### src/rtl/core_mc_seq_pkg.sv
// Shared definitions for the multi-cycle core sequencer: FSM state encoding,
// the reset instruction and the sequential PC step.
package core_pkg;

    typedef enum logic [2:0] {
        ST_IDLE   = 3'd0,
        ST_FETCH  = 3'd1,
        ST_DECODE = 3'd2,
        ST_EXEC   = 3'd3,
        ST_MEM    = 3'd4,
        ST_WB     = 3'd5,
        ST_HALT   = 3'd6,
        ST_FAULT  = 3'd7
    } state_e;

    localparam logic [31:0] NOP_INST = 32'h0000_0013;

    localparam int unsigned PC_INC = 4;

endpackage

### src/rtl/core_mc_seq_if.sv
// Shared instruction/data memory port. The sequencer is the master and owns
// the request side; the memory answers with read data and a ready strobe.
interface core_mc_seq_if #(
    parameter int ADDR_W = 16,
    parameter int XLEN   = 32
);

    logic              mem_req;
    logic [3:0]        mem_we;
    logic [ADDR_W-1:0] mem_addr;
    logic [XLEN-1:0]   mem_wdata;
    logic [XLEN-1:0]   mem_rdata;
    logic              mem_ready;

    modport master (
        output mem_req,
        output mem_we,
        output mem_addr,
        output mem_wdata,
        input  mem_rdata,
        input  mem_ready
    );

    modport slave (
        input  mem_req,
        input  mem_we,
        input  mem_addr,
        input  mem_wdata,
        output mem_rdata,
        output mem_ready
    );

endinterface

### src/rtl/core_mc_seq_wait_timer.sv
// Counts stalled memory cycles of the current transaction and flags the
// cycle in which the stall count would reach MAX_WAIT.
module mem_wait_timer #(
    parameter int unsigned MAX_WAIT = 255
) (
    input  logic clk,
    input  logic rst_n,
    input  logic clear,
    input  logic count,
    output logic timeout
);

    logic [15:0] cnt_q;
    logic [15:0] cnt_d;

    // Next count: zero while no transaction is open, +1 per stalled cycle.
    always_comb begin
        cnt_d = cnt_q;
        if (clear) begin
            cnt_d = '0;
        end else if (count) begin
            cnt_d = cnt_q + 16'd1;
        end
    end

    // Stall counter register with synchronous active-low reset.
    always_ff @(posedge clk) begin
        if (!rst_n) begin
            cnt_q <= '0;
        end else begin
            cnt_q <= cnt_d;
        end
    end

    assign timeout = count && !clear && (cnt_q == 16'(MAX_WAIT - 1));

endmodule

### src/rtl/core_mc_seq.sv
// Multi-cycle sequencer: owns PC and IR, walks each instruction through
// FETCH/DECODE/EXEC/(MEM)/WB over one shared memory port, gates register
// write-back and keeps cycle/retired-instruction counters.
module core_mc_seq
    import core_pkg::*;
#(
    parameter int          ADDR_W   = 16,
    parameter int          XLEN     = 32,
    parameter int unsigned RESET_PC = 0,
    parameter int unsigned MAX_WAIT = 255,
    parameter int          CNT_W    = 32
) (
    input  logic              sysclk,
    input  logic              sysrst,
    core_mc_seq_if.master     mbus,
    input  logic              next_pc_sel,
    input  logic              wb_en,
    input  logic              is_load,
    input  logic              is_store,
    input  logic              is_halt,
    input  logic [3:0]        dm_w_en,
    input  logic [XLEN-1:0]   jb_pc,
    input  logic [XLEN-1:0]   alu_out,
    input  logic [XLEN-1:0]   rs2_data,
    output logic [ADDR_W-1:0] pc,
    output logic [31:0]       ir,
    output logic [XLEN-1:0]   ld_data,
    output logic [XLEN-1:0]   alu_r,
    output logic              rf_wb_en,
    output logic [2:0]        state,
    output logic              halted,
    output logic              fault,
    output logic [CNT_W-1:0]  cycle_cnt,
    output logic [CNT_W-1:0]  instret
);

    state_e            state_q,   state_d;
    logic [ADDR_W-1:0] pc_q,      pc_d;
    logic [31:0]       ir_q,      ir_d;
    logic [XLEN-1:0]   alu_r_q,   alu_r_d;
    logic [XLEN-1:0]   ld_data_q, ld_data_d;
    logic [CNT_W-1:0]  cycle_q,   cycle_d;
    logic [CNT_W-1:0]  instret_q, instret_d;

    logic              req;
    logic [3:0]        we;
    logic [ADDR_W-1:0] addr;
    logic [XLEN-1:0]   wdata;
    logic              timeout;
    logic              misaligned;
    logic              unused_jb_bits;

    // Jump targets only use the address bits; bit 0 is always forced to 0.
    assign unused_jb_bits = ^{jb_pc[XLEN-1:ADDR_W], jb_pc[0]};
    assign misaligned     = next_pc_sel && jb_pc[1];

    mem_wait_timer #(
        .MAX_WAIT (MAX_WAIT)
    ) u_wait_timer (
        .clk     (sysclk),
        .rst_n   (sysrst),
        .clear   (!req),
        .count   (req && !mbus.mem_ready),
        .timeout (timeout)
    );

    // Memory port and write-back strobe decoded from registered state only.
    always_comb begin
        req      = 1'b0;
        we       = 4'h0;
        addr     = '0;
        wdata    = '0;
        rf_wb_en = 1'b0;
        case (state_q)
            ST_FETCH: begin
                req  = 1'b1;
                addr = pc_q;
            end
            ST_MEM: begin
                req  = 1'b1;
                addr = alu_r_q[ADDR_W-1:0];
                if (is_store) begin
                    we    = dm_w_en;
                    wdata = rs2_data;
                end
            end
            ST_WB: begin
                rf_wb_en = wb_en && !is_store;
            end
            default: begin
            end
        endcase
    end

    // Next-state, PC and latch updates for each pipeline step.
    always_comb begin
        state_d   = state_q;
        pc_d      = pc_q;
        ir_d      = ir_q;
        alu_r_d   = alu_r_q;
        ld_data_d = ld_data_q;
        instret_d = instret_q;
        case (state_q)
            ST_IDLE: begin
                state_d = ST_FETCH;
            end
            ST_FETCH: begin
                if (mbus.mem_ready) begin
                    ir_d    = mbus.mem_rdata[31:0];
                    state_d = ST_DECODE;
                end else if (timeout) begin
                    state_d = ST_FAULT;
                end
            end
            ST_DECODE: begin
                state_d = ST_EXEC;
            end
            ST_EXEC: begin
                alu_r_d = alu_out;
                if (is_halt) begin
                    state_d = ST_HALT;
                end else if (is_load || is_store) begin
                    state_d = ST_MEM;
                end else begin
                    state_d = ST_WB;
                end
            end
            ST_MEM: begin
                if (mbus.mem_ready) begin
                    if (is_load) begin
                        ld_data_d = mbus.mem_rdata;
                    end
                    state_d = ST_WB;
                end else if (timeout) begin
                    state_d = ST_FAULT;
                end
            end
            ST_WB: begin
                if (misaligned) begin
                    state_d = ST_FAULT;
                end else begin
                    pc_d      = next_pc_sel ? {jb_pc[ADDR_W-1:1], 1'b0}
                                            : pc_q + ADDR_W'(PC_INC);
                    instret_d = instret_q + CNT_W'(1);
                    state_d   = ST_FETCH;
                end
            end
            default: begin
            end
        endcase
    end

    // The cycle counter runs in every live state and freezes once terminal.
    always_comb begin
        cycle_d = cycle_q;
        if (state_q != ST_HALT && state_q != ST_FAULT) begin
            cycle_d = cycle_q + CNT_W'(1);
        end
    end

    // Architectural state registers with synchronous active-low reset.
    always_ff @(posedge sysclk) begin
        if (!sysrst) begin
            state_q   <= ST_IDLE;
            pc_q      <= ADDR_W'(RESET_PC);
            ir_q      <= NOP_INST;
            alu_r_q   <= '0;
            ld_data_q <= '0;
            cycle_q   <= '0;
            instret_q <= '0;
        end else begin
            state_q   <= state_d;
            pc_q      <= pc_d;
            ir_q      <= ir_d;
            alu_r_q   <= alu_r_d;
            ld_data_q <= ld_data_d;
            cycle_q   <= cycle_d;
            instret_q <= instret_d;
        end
    end

    assign mbus.mem_req   = req;
    assign mbus.mem_we    = we;
    assign mbus.mem_addr  = addr;
    assign mbus.mem_wdata = wdata;

    assign pc        = pc_q;
    assign ir        = ir_q;
    assign alu_r     = alu_r_q;
    assign ld_data   = ld_data_q;
    assign state     = state_q;
    assign halted    = (state_q == ST_HALT);
    assign fault     = (state_q == ST_FAULT);
    assign cycle_cnt = cycle_q;
    assign instret   = instret_q;

endmodule
### src/flat_wrapper.sv
// flat-port wrapper written by rule: the top's interface ports become plain ports
module core_mc_seq_flat import core_pkg::*;
#(
    parameter int          ADDR_W   = 16,
    parameter int          XLEN     = 32,
    parameter int unsigned RESET_PC = 0,
    parameter int unsigned MAX_WAIT = 255,
    parameter int          CNT_W    = 32
)
  (sysclk, sysrst, next_pc_sel, wb_en, is_load, is_store, is_halt, dm_w_en, jb_pc, alu_out, rs2_data, pc, ir, ld_data, alu_r, rf_wb_en, state, halted, fault, cycle_cnt, instret, mbus_mem_req, mbus_mem_we, mbus_mem_addr, mbus_mem_wdata, mbus_mem_rdata, mbus_mem_ready);
  core_mc_seq_if #(.ADDR_W(ADDR_W), .XLEN(XLEN)) mbus_i ();
  input  logic sysclk;
  input  logic sysrst;
  input  logic next_pc_sel;
  input  logic wb_en;
  input  logic is_load;
  input  logic is_store;
  input  logic is_halt;
  input  logic [3:0] dm_w_en;
  input  logic [XLEN-1:0] jb_pc;
  input  logic [XLEN-1:0] alu_out;
  input  logic [XLEN-1:0] rs2_data;
  output logic [ADDR_W-1:0] pc;
  output logic [31:0] ir;
  output logic [XLEN-1:0] ld_data;
  output logic [XLEN-1:0] alu_r;
  output logic rf_wb_en;
  output logic [2:0] state;
  output logic halted;
  output logic fault;
  output logic [CNT_W-1:0] cycle_cnt;
  output logic [CNT_W-1:0] instret;
  output wire logic [$bits(mbus_i.mem_req)-1:0] mbus_mem_req;
  output wire logic [$bits(mbus_i.mem_we)-1:0] mbus_mem_we;
  output wire logic [$bits(mbus_i.mem_addr)-1:0] mbus_mem_addr;
  output wire logic [$bits(mbus_i.mem_wdata)-1:0] mbus_mem_wdata;
  input wire logic [$bits(mbus_i.mem_rdata)-1:0] mbus_mem_rdata;
  input wire logic [$bits(mbus_i.mem_ready)-1:0] mbus_mem_ready;
  assign mbus_mem_req = mbus_i.mem_req;
  assign mbus_mem_we = mbus_i.mem_we;
  assign mbus_mem_addr = mbus_i.mem_addr;
  assign mbus_mem_wdata = mbus_i.mem_wdata;
  assign mbus_i.mem_rdata = mbus_mem_rdata;
  assign mbus_i.mem_ready = mbus_mem_ready;
  core_mc_seq #(.ADDR_W(ADDR_W), .XLEN(XLEN), .RESET_PC(RESET_PC), .MAX_WAIT(MAX_WAIT), .CNT_W(CNT_W)) u_core (.sysclk(sysclk), .sysrst(sysrst), .mbus(mbus_i), .next_pc_sel(next_pc_sel), .wb_en(wb_en), .is_load(is_load), .is_store(is_store), .is_halt(is_halt), .dm_w_en(dm_w_en), .jb_pc(jb_pc), .alu_out(alu_out), .rs2_data(rs2_data), .pc(pc), .ir(ir), .ld_data(ld_data), .alu_r(alu_r), .rf_wb_en(rf_wb_en), .state(state), .halted(halted), .fault(fault), .cycle_cnt(cycle_cnt), .instret(instret));
endmodule
### config.mk
export PLATFORM = sky130hd
export DESIGN_NAME = core_mc_seq_flat
export DESIGN_NICKNAME = d
export VERILOG_FILES = /design/src/rtl/core_mc_seq_pkg.sv /design/src/rtl/core_mc_seq_if.sv /design/src/rtl/core_mc_seq_wait_timer.sv /design/src/rtl/core_mc_seq.sv /design/src/flat_wrapper.sv
export SDC_FILE = /design/constraint.sdc
export NUM_CORES = 1
export LEC_CHECK = 0
export CORE_AREA = 2 2 146 148
export DETAILED_ROUTE_END_ITERATION = 12
export DIE_AREA = 0 0 148 150
export GPL_ROUTABILITY_DRIVEN = 1
export PLACE_DENSITY = 0.82
export SLEW_MARGIN = 20
export SYNTH_ARGS = -nofsm -noshare
export SYNTH_HDL_FRONTEND = slang
export SYNTH_SLANG_ARGS = --single-unit
### constraint.sdc
create_clock -name sysclk -period 3.1 [get_ports sysclk]
set_input_delay 0.31 -clock sysclk [delete_from_list [all_inputs] [get_ports sysclk]]
set_output_delay 0.31 -clock sysclk [all_outputs]
set_load 0.05 [all_outputs]
==> flow_metrics.env, run 1 <==
export IMPL_outcome="finished clean"
export IMPL_avgSynthCellArea_sq_um=8.008
export IMPL_postSynthCellCount=1070
export IMPL_synth_top_area_frac=0.4533
export IMPL_layout_min_cycle_time_ns=2.886
export IMPL_grtUsageTotal=0.2580
export IMPL_n_fill_cell=1685
export IMPL_crit_buf_inv=3
export IMPL_cts_resized=0
export IMPL_power_density_nw_per_um2=399.5
export IMPL_hold_viol_final=0
export IMPL_maxCapViolations=0
export IMPL_drt_first_pass_iters=5
export IMPL_path_depth=5
export IMPL_yosysTopAreaCell="dfxtp_1"
export IMPL_reg2reg_depth=5
export IMPL_layout_common_cells="clkdlybuf4s50_1 (303), nand2_1 (229), dfxtp_1 (194), a21oi_1 (115), nor2_1 (94)"
export IMPL_fin_nets=1538
export IMPL_clockRootBuffer="clkbuf_16"
export IMPL_area_growth_pct=55.33
export IMPL_hold_buffers=0
export IMPL_grt_overflow_total=0
export IMPL_instances_no_fill=1680
export IMPL_arrival_ns=2.58
export IMPL_cts_tree="built"
export IMPL_clockBufferDepth=2
export IMPL_dp_hpwl_mm=21.57
export IMPL_p_clk_frac=0.408
export IMPL_finClkSkew_ns=0.01193
export IMPL_crit_fanout=52
export IMPL_dp_cells=1648
export IMPL_die_w_um=148
export IMPL_drcViolationCount=0
export IMPL_ys_seq_area_frac=0.4533
export IMPL_internal_power_mw=3.903
export IMPL_synthTopCellsByArea="dfxtp_1 (45%), nand2_1 (10%), a21oi_1 (6.7%)"
export IMPL_core_sq_um=20690
export IMPL_worst_setup_path_type="flip-flop to output pin"
export IMPL_max_freq_ghz=0.3465
export IMPL_gp_congestion=0.8735
export IMPL_avgRoutedWirePerCell_um=17.76
export IMPL_port_buffer_count=356
export IMPL_cp_start_kind="flip-flop"
export IMPL_antenna_found_initial=1
export IMPL_setup_viol=0
export IMPL_critPathSlowestCell="dfxtp_1"
export IMPL_rsz0062_at_grt="false"
export IMPL_htreeDepth=4
export IMPL_dieArea_sq_um=22200
export IMPL_period_share=0.9308
export IMPL_avgViaCountPerCell=5.295
export IMPL_final_common_cell="clkdlybuf4s50_1"
export IMPL_syn_area_sq_um=8568
export IMPL_switching_share=0.2661
export IMPL_end_kind="output pin"
export IMPL_critPathRequiredTime_ns=2.79
export IMPL_comb_power_share=0.112
export IMPL_synth_distinct_cells=59
export IMPL_cts_clk_slew_worst_paths_ns=0.07
export IMPL_routed_wl_mm=29.84
export IMPL_synth_seq_cells=194
export IMPL_grt_pass1_wl_mm=45.62
export IMPL_initial_core_util=0.4141
export IMPL_p_sw_mw=1.415
export IMPL_power_frac_seq=0.480
export IMPL_postCtsSetupRepairBufs=0
export IMPL_async_flop_share=0
export IMPL_die_y_um=150
export IMPL_drt_iter0_markers=609
export IMPL_grt_max_degree=110
export IMPL_syn_nets=1216
export IMPL_cts_buffers=17
export IMPL_ys_flop_type="dfxtp_1"
export IMPL_critPathMaxStageDelay_ns=0.69
export IMPL_cpLargestDelayFamily="buffers and inverters"
export IMPL_path_cells="inv_1 -> nor3_4 -> buf_4 -> a22o_1 -> buf_12"
export IMPL_via_count=8895
export IMPL_worstMarginPinSlew_ns=0.8933
export IMPL_drv_slew=0
export IMPL_ys_warn_count=0
export IMPL_ir_drop_mv=0.4069
export IMPL_clock_latency_ns=0.44
export IMPL_num_rows=53
export IMPL_grt_pass1_vias=8369
export IMPL_hold_class="input port to flip-flop"
export IMPL_synth_edff_count=0
export IMPL_holdPathStages=3
export IMPL_setup_tns_final_ns=0
export IMPL_timing_slew_headroom=0.4030
export IMPL_cellLeakagePower_nw=4.713
export IMPL_io_pins=375
export IMPL_drive_gt1_frac=0.08048
export IMPL_antenna_left=0
export IMPL_cts_sinks=194
-- synth_stat cells (all sizes together), types with 2 or more instances --
master	count
a22oi	2
a21o	2
inv	14
dfxtp	194
xor2	25
nand3	36
nand3b	2
and4b	2
ha	6
o21bai	2
nor3b	6
a21oi	115
a211oi	2
o22ai	3
a32oi	2
and3b	2
o221a	2
xnor2	45
and4	8
nor4	23
nor2b	7
a31oi	4
o31ai	3
nand4	27
nand2b	6
nor2	95
nor3	19
and2	5
clkbuf	56
and3	53
mux2i	5
or3	12
a22o	15
o21ai	13
nand2	229
buf	14
-- logic make-up (layout without fill, tap and decap cells) --
| family | after synthesis | count (layout) | share of synthesized area |
|---|---|---|---|
| and+or+nand+nor | 536 | 536 | 0.3007 |
| DFF | 194 | 194 | 0.4533 |
| AOI/OAI and AO/OA | 173 | 173 | 0.1176 |
| buffers and inverters | 84 | 418 | 0.04060 |
| xor gates and xnor gates | 70 | 70 | 0.07155 |
| adders and majority gates | 6 | 6 | 0.008761 |
| muxes | 6 | 6 | 0.007156 |
| other | 1 | 2 | 0.0004377 |
-- registers in the layout, summed over array words and instances (netlist names) --
signal	flops
u_core.ld_data	32
u_core.state	3
u_core.ir	32
u_core.cycle_cnt	32
u_core.pc	15
u_core.alu_r	32
u_core.u_wait_timer.cnt_q	16
u_core.instret	32
-- tightest hold or removal path: stages --
cell and delay (ns):
clkdlybuf4s50_1 0.39, nand2_1 0.05, a21oi_1 0.05
-- layout make-up --
cell class	count	area (sq um)	share of cell area
flip-flops and latches	194	3884	0.2918
inverters	14	55.05	0.004137
repair buffers	373	4121	0.3097
multi-input cells	792	4348	0.3267
well taps	275	344.1	0.02585
diodes	1	2.502	0.0001880
clock inverters	12	121.4	0.009119
clock buffers	19	432.9	0.03253
-- power by group through the flow --
| stage | clock, mW | combinational [mW] | sequential [mW] |
|---|---|---|---|
| floorplan | 0 | 0.171 | 2.72 |
| global placement | 0 | 0.584 | 2.61 |
| detailed placement | 0 | 0.590 | 2.61 |
| CTS | 2.19 | 0.593 | 2.55 |
| global route | 2.29 | 0.629 | 2.56 |
| finish | 2.17 | 0.593 | 2.55 |
-- stage by stage --
stage                       util  hold slack [ns]  cell area [sq um]  total power, mW  setup WS (ns)
after detailed placement  0.6164           0.4483              12750            3.202         0.6682
after floorplan                -           0.4343               8568            2.895         0.3573
final                     0.6433           0.4078              13310            5.318         0.2144
after global routing      0.6433           0.3971              13310            5.478        0.06301
after CTS                 0.6431           0.4014              13310            5.336         0.2145
after global placement    0.6164           0.4408              12750            3.193         0.7203
-- path summary, 6_finish.rpt --
path                                         start                 end  slack (ns)
worst max-delay path               u_core.state[2]   mbus_mem_addr[14]        0.21
worst max register to register     u_core.state[0]       u_core.ir[14]        0.67
worst min-delay path                   alu_out[25]    u_core.alu_r[25]        0.41
worst min register to register  u_core.ld_data[11]  u_core.ld_data[11]        0.45
-- layer usage --
layer	vias to the layer above	track usage	part of all wire
met2	372	0.4097	0.47
met5	-	0	0
met1	4196	0.3352	0.41
met4	0	0.06286	0.014
li1	4294	-	-
met3	33	0.09329	0.10
Power figures use the tool's default switching activity.
==> run 2, diff against run 1 <==
--- a/config.mk
+++ b/config.mk
@@ -5,11 +5,11 @@
 export SDC_FILE = /design/constraint.sdc
 export NUM_CORES = 1
 export LEC_CHECK = 0
-export CORE_AREA = 2 2 146 148
+export CORE_MARGIN = 10
+export CORE_UTILIZATION = 43
 export DETAILED_ROUTE_END_ITERATION = 12
-export DIE_AREA = 0 0 148 150
 export GPL_ROUTABILITY_DRIVEN = 1
-export PLACE_DENSITY = 0.82
+export PLACE_DENSITY = 0.85
 export SLEW_MARGIN = 20
 export SYNTH_ARGS = -nofsm -noshare
 export SYNTH_HDL_FRONTEND = slang
==> constraint.sdc (replaced) <==
create_clock -name sysclk -period 3.01 [get_ports sysclk]
set_input_delay 0.301 -clock sysclk [delete_from_list [all_inputs] [get_ports sysclk]]
set_output_delay 0.301 -clock sysclk [all_outputs]
set_load 0.05 [all_outputs]
==> flow_metrics.env, run 2 (synthesis results as in run 1) <==
export IMPL_core_sq_um=19530
export IMPL_io_pins=375
export IMPL_hold_buffers=0
export IMPL_holdCritStartpoint="alu_out[22]"
export IMPL_cts_tree="built"
export IMPL_hold_viol_final=0
export IMPL_drive_gt1_frac=0.08125
export IMPL_timing_rr_start="u_core.state[2]"
export IMPL_initial_core_util=0.4388
export IMPL_layout_common_cells="clkdlybuf4s50_1 (303), nand2_1 (229), dfxtp_1 (194), a21oi_1 (115), nor2_1 (94)"
export IMPL_cts_resized=0
export IMPL_switching_share=0.2687
export IMPL_die_w_um=161.2
export IMPL_dp_hpwl_mm=25.38
export IMPL_use_met1=0.2964
export IMPL_routed_wl_mm=34.75
export IMPL_ir_drop_mv=0.6001
export IMPL_area_growth_pct=57.21
export IMPL_cp_start_kind="flip-flop"
export IMPL_worstMarginPinSlew_ns=0.7210
export IMPL_clockBufferDepth=2
export IMPL_final_common_cell="clkdlybuf4s50_1"
export IMPL_postCtsSetupRepairBufs=0
export IMPL_setup_tns_final_ns=0
export IMPL_power_frac_seq=0.466
export IMPL_use_met3=0.09685
export IMPL_critPathMaxStageDelay_ns=0.88
export IMPL_antenna_left=0
export IMPL_cts_clk_slew_worst_paths_ns=0.07
export IMPL_critical_path_startpoint="u_core.state[2]"
export IMPL_avgRoutedWirePerCell_um=20.84
export IMPL_avgViaCountPerCell=5.529
export IMPL_rsz0062_at_grt="false"
export IMPL_p_clk_frac=0.425
export IMPL_grt_overflow_total=0
export IMPL_cellLeakagePower_nw=4.765
export IMPL_fin_ws_ns=0.1722
export IMPL_setup_viol=0
export IMPL_via_count=9222
export IMPL_fin_nets=1536
export IMPL_grtUsageTotal=0.2522
export IMPL_gp_congestion=0.9014
export IMPL_period_share=0.9428
export IMPL_end_kind="output pin"
export IMPL_path_cells="inv_1 -> nor3b_1 -> clkdlybuf4s50_1"
export IMPL_antenna_found_initial=0
export IMPL_clock_latency_ns=0.44
export IMPL_max_freq_ghz=0.3524
export IMPL_crit_fanout=16
export IMPL_critPathRequiredTime_ns=2.71
export IMPL_critPathSlowestCell="clkdlybuf4s50_1"
export IMPL_power_density_nw_per_um2=419.3
export IMPL_clockRootBuffer="clkbuf_16"
export IMPL_outcome="finished clean"
export IMPL_grt_pass1_wl_mm=52.55
export IMPL_maxCapViolations=0
export IMPL_drt_first_pass_iters=5
export IMPL_comb_power_share=0.109
export IMPL_cpLargestDelayFamily="buffers and inverters"
export IMPL_htreeDepth=4
export IMPL_timing_slew_headroom=0.5188
export IMPL_hold_class="input port to flip-flop"
export IMPL_grt_pass1_vias=8865
export IMPL_layout_min_cycle_time_ns=2.838
export IMPL_drt_iter0_markers=907
export IMPL_dpl_worst_slack_ns=0.6840
export IMPL_port_buffer_count=356
export IMPL_worst_setup_path_type="flip-flop to output pin"
export IMPL_drcViolationCount=0
export IMPL_diodes=0
export IMPL_grt_busiest_layer="met2"
export IMPL_arrival_ns=2.54
export IMPL_p_sw_mw=1.518
export IMPL_die_y_um=161.2
export IMPL_finClkSkew_ns=0.01192
export IMPL_dieArea_sq_um=25970
export IMPL_cts_buffers=17
export IMPL_crit_buf_inv=2
export IMPL_grt_max_degree=163
export IMPL_cts_sinks=194
export IMPL_grt_use_met2=0.4242
export IMPL_internal_power_mw=4.131
export IMPL_drv_slew=0
export IMPL_num_rows=51
## run 2: cell type report
cell class                 count  area (sq um)
multi-input combinational    792          4348
tap                          265         331.6
timing repair buffer         371          4232
fill                        1463          6056
sequential                   194          3884
inverter                      14         55.05
clock buffer                  17         425.4
clock inverter                15         195.2
## run 2: layer usage
layer / wire length (um) / part of all wire / vias to the layer above
li1: - / - / 4310
met1: 13160 / 0.38 / 4377
met2: 16880 / 0.49 / 494
met3: 4117 / 0.12 / 41
met4: 594 / 0.017 / 0
met5: 0 / 0 / -
## run 2: power by group through the flow
stage	registers, mW	logic (mW)	clock network (mW)
global placement	2.69	0.600	0
global route	2.64	0.652	2.53
detailed placement	2.69	0.608	0
floorplan	2.81	0.176	0
CTS	2.63	0.615	2.41
finish	2.63	0.616	2.40
## run 2: worst reg2reg max path: cells and delay by family (launching register included)
kind,cells,cell delay (ns)
AND/OR/NAND/NOR,3,1.17
flip-flops,1,0.70
AO/OA/AOI/OAI,2,0.39
## run 2: stage by stage
step                instance area (sq um)  power (mW)    util  hold WS, ns  cells
floorplan                            8568       2.982       -       0.4253   1070
global placement                    12850       3.290  0.6581       0.4407   1636
detailed placement                  12850       3.300  0.6581       0.4462   1636
CTS                                 13470       5.654  0.6899       0.3906   1668
global route                        13470       5.815  0.6899       0.4134   1668
finish                              13470       5.649  0.6899       0.4002   1668
## run 2: final timing paths
check,endpoint,slack (ns),cells past startpoint
max,halted,0.17,3
min,u_core.alu_r[22],0.40,3
max reg2reg,u_core.pc[4],0.64,5
min reg2reg,u_core.ld_data[5],0.45,2
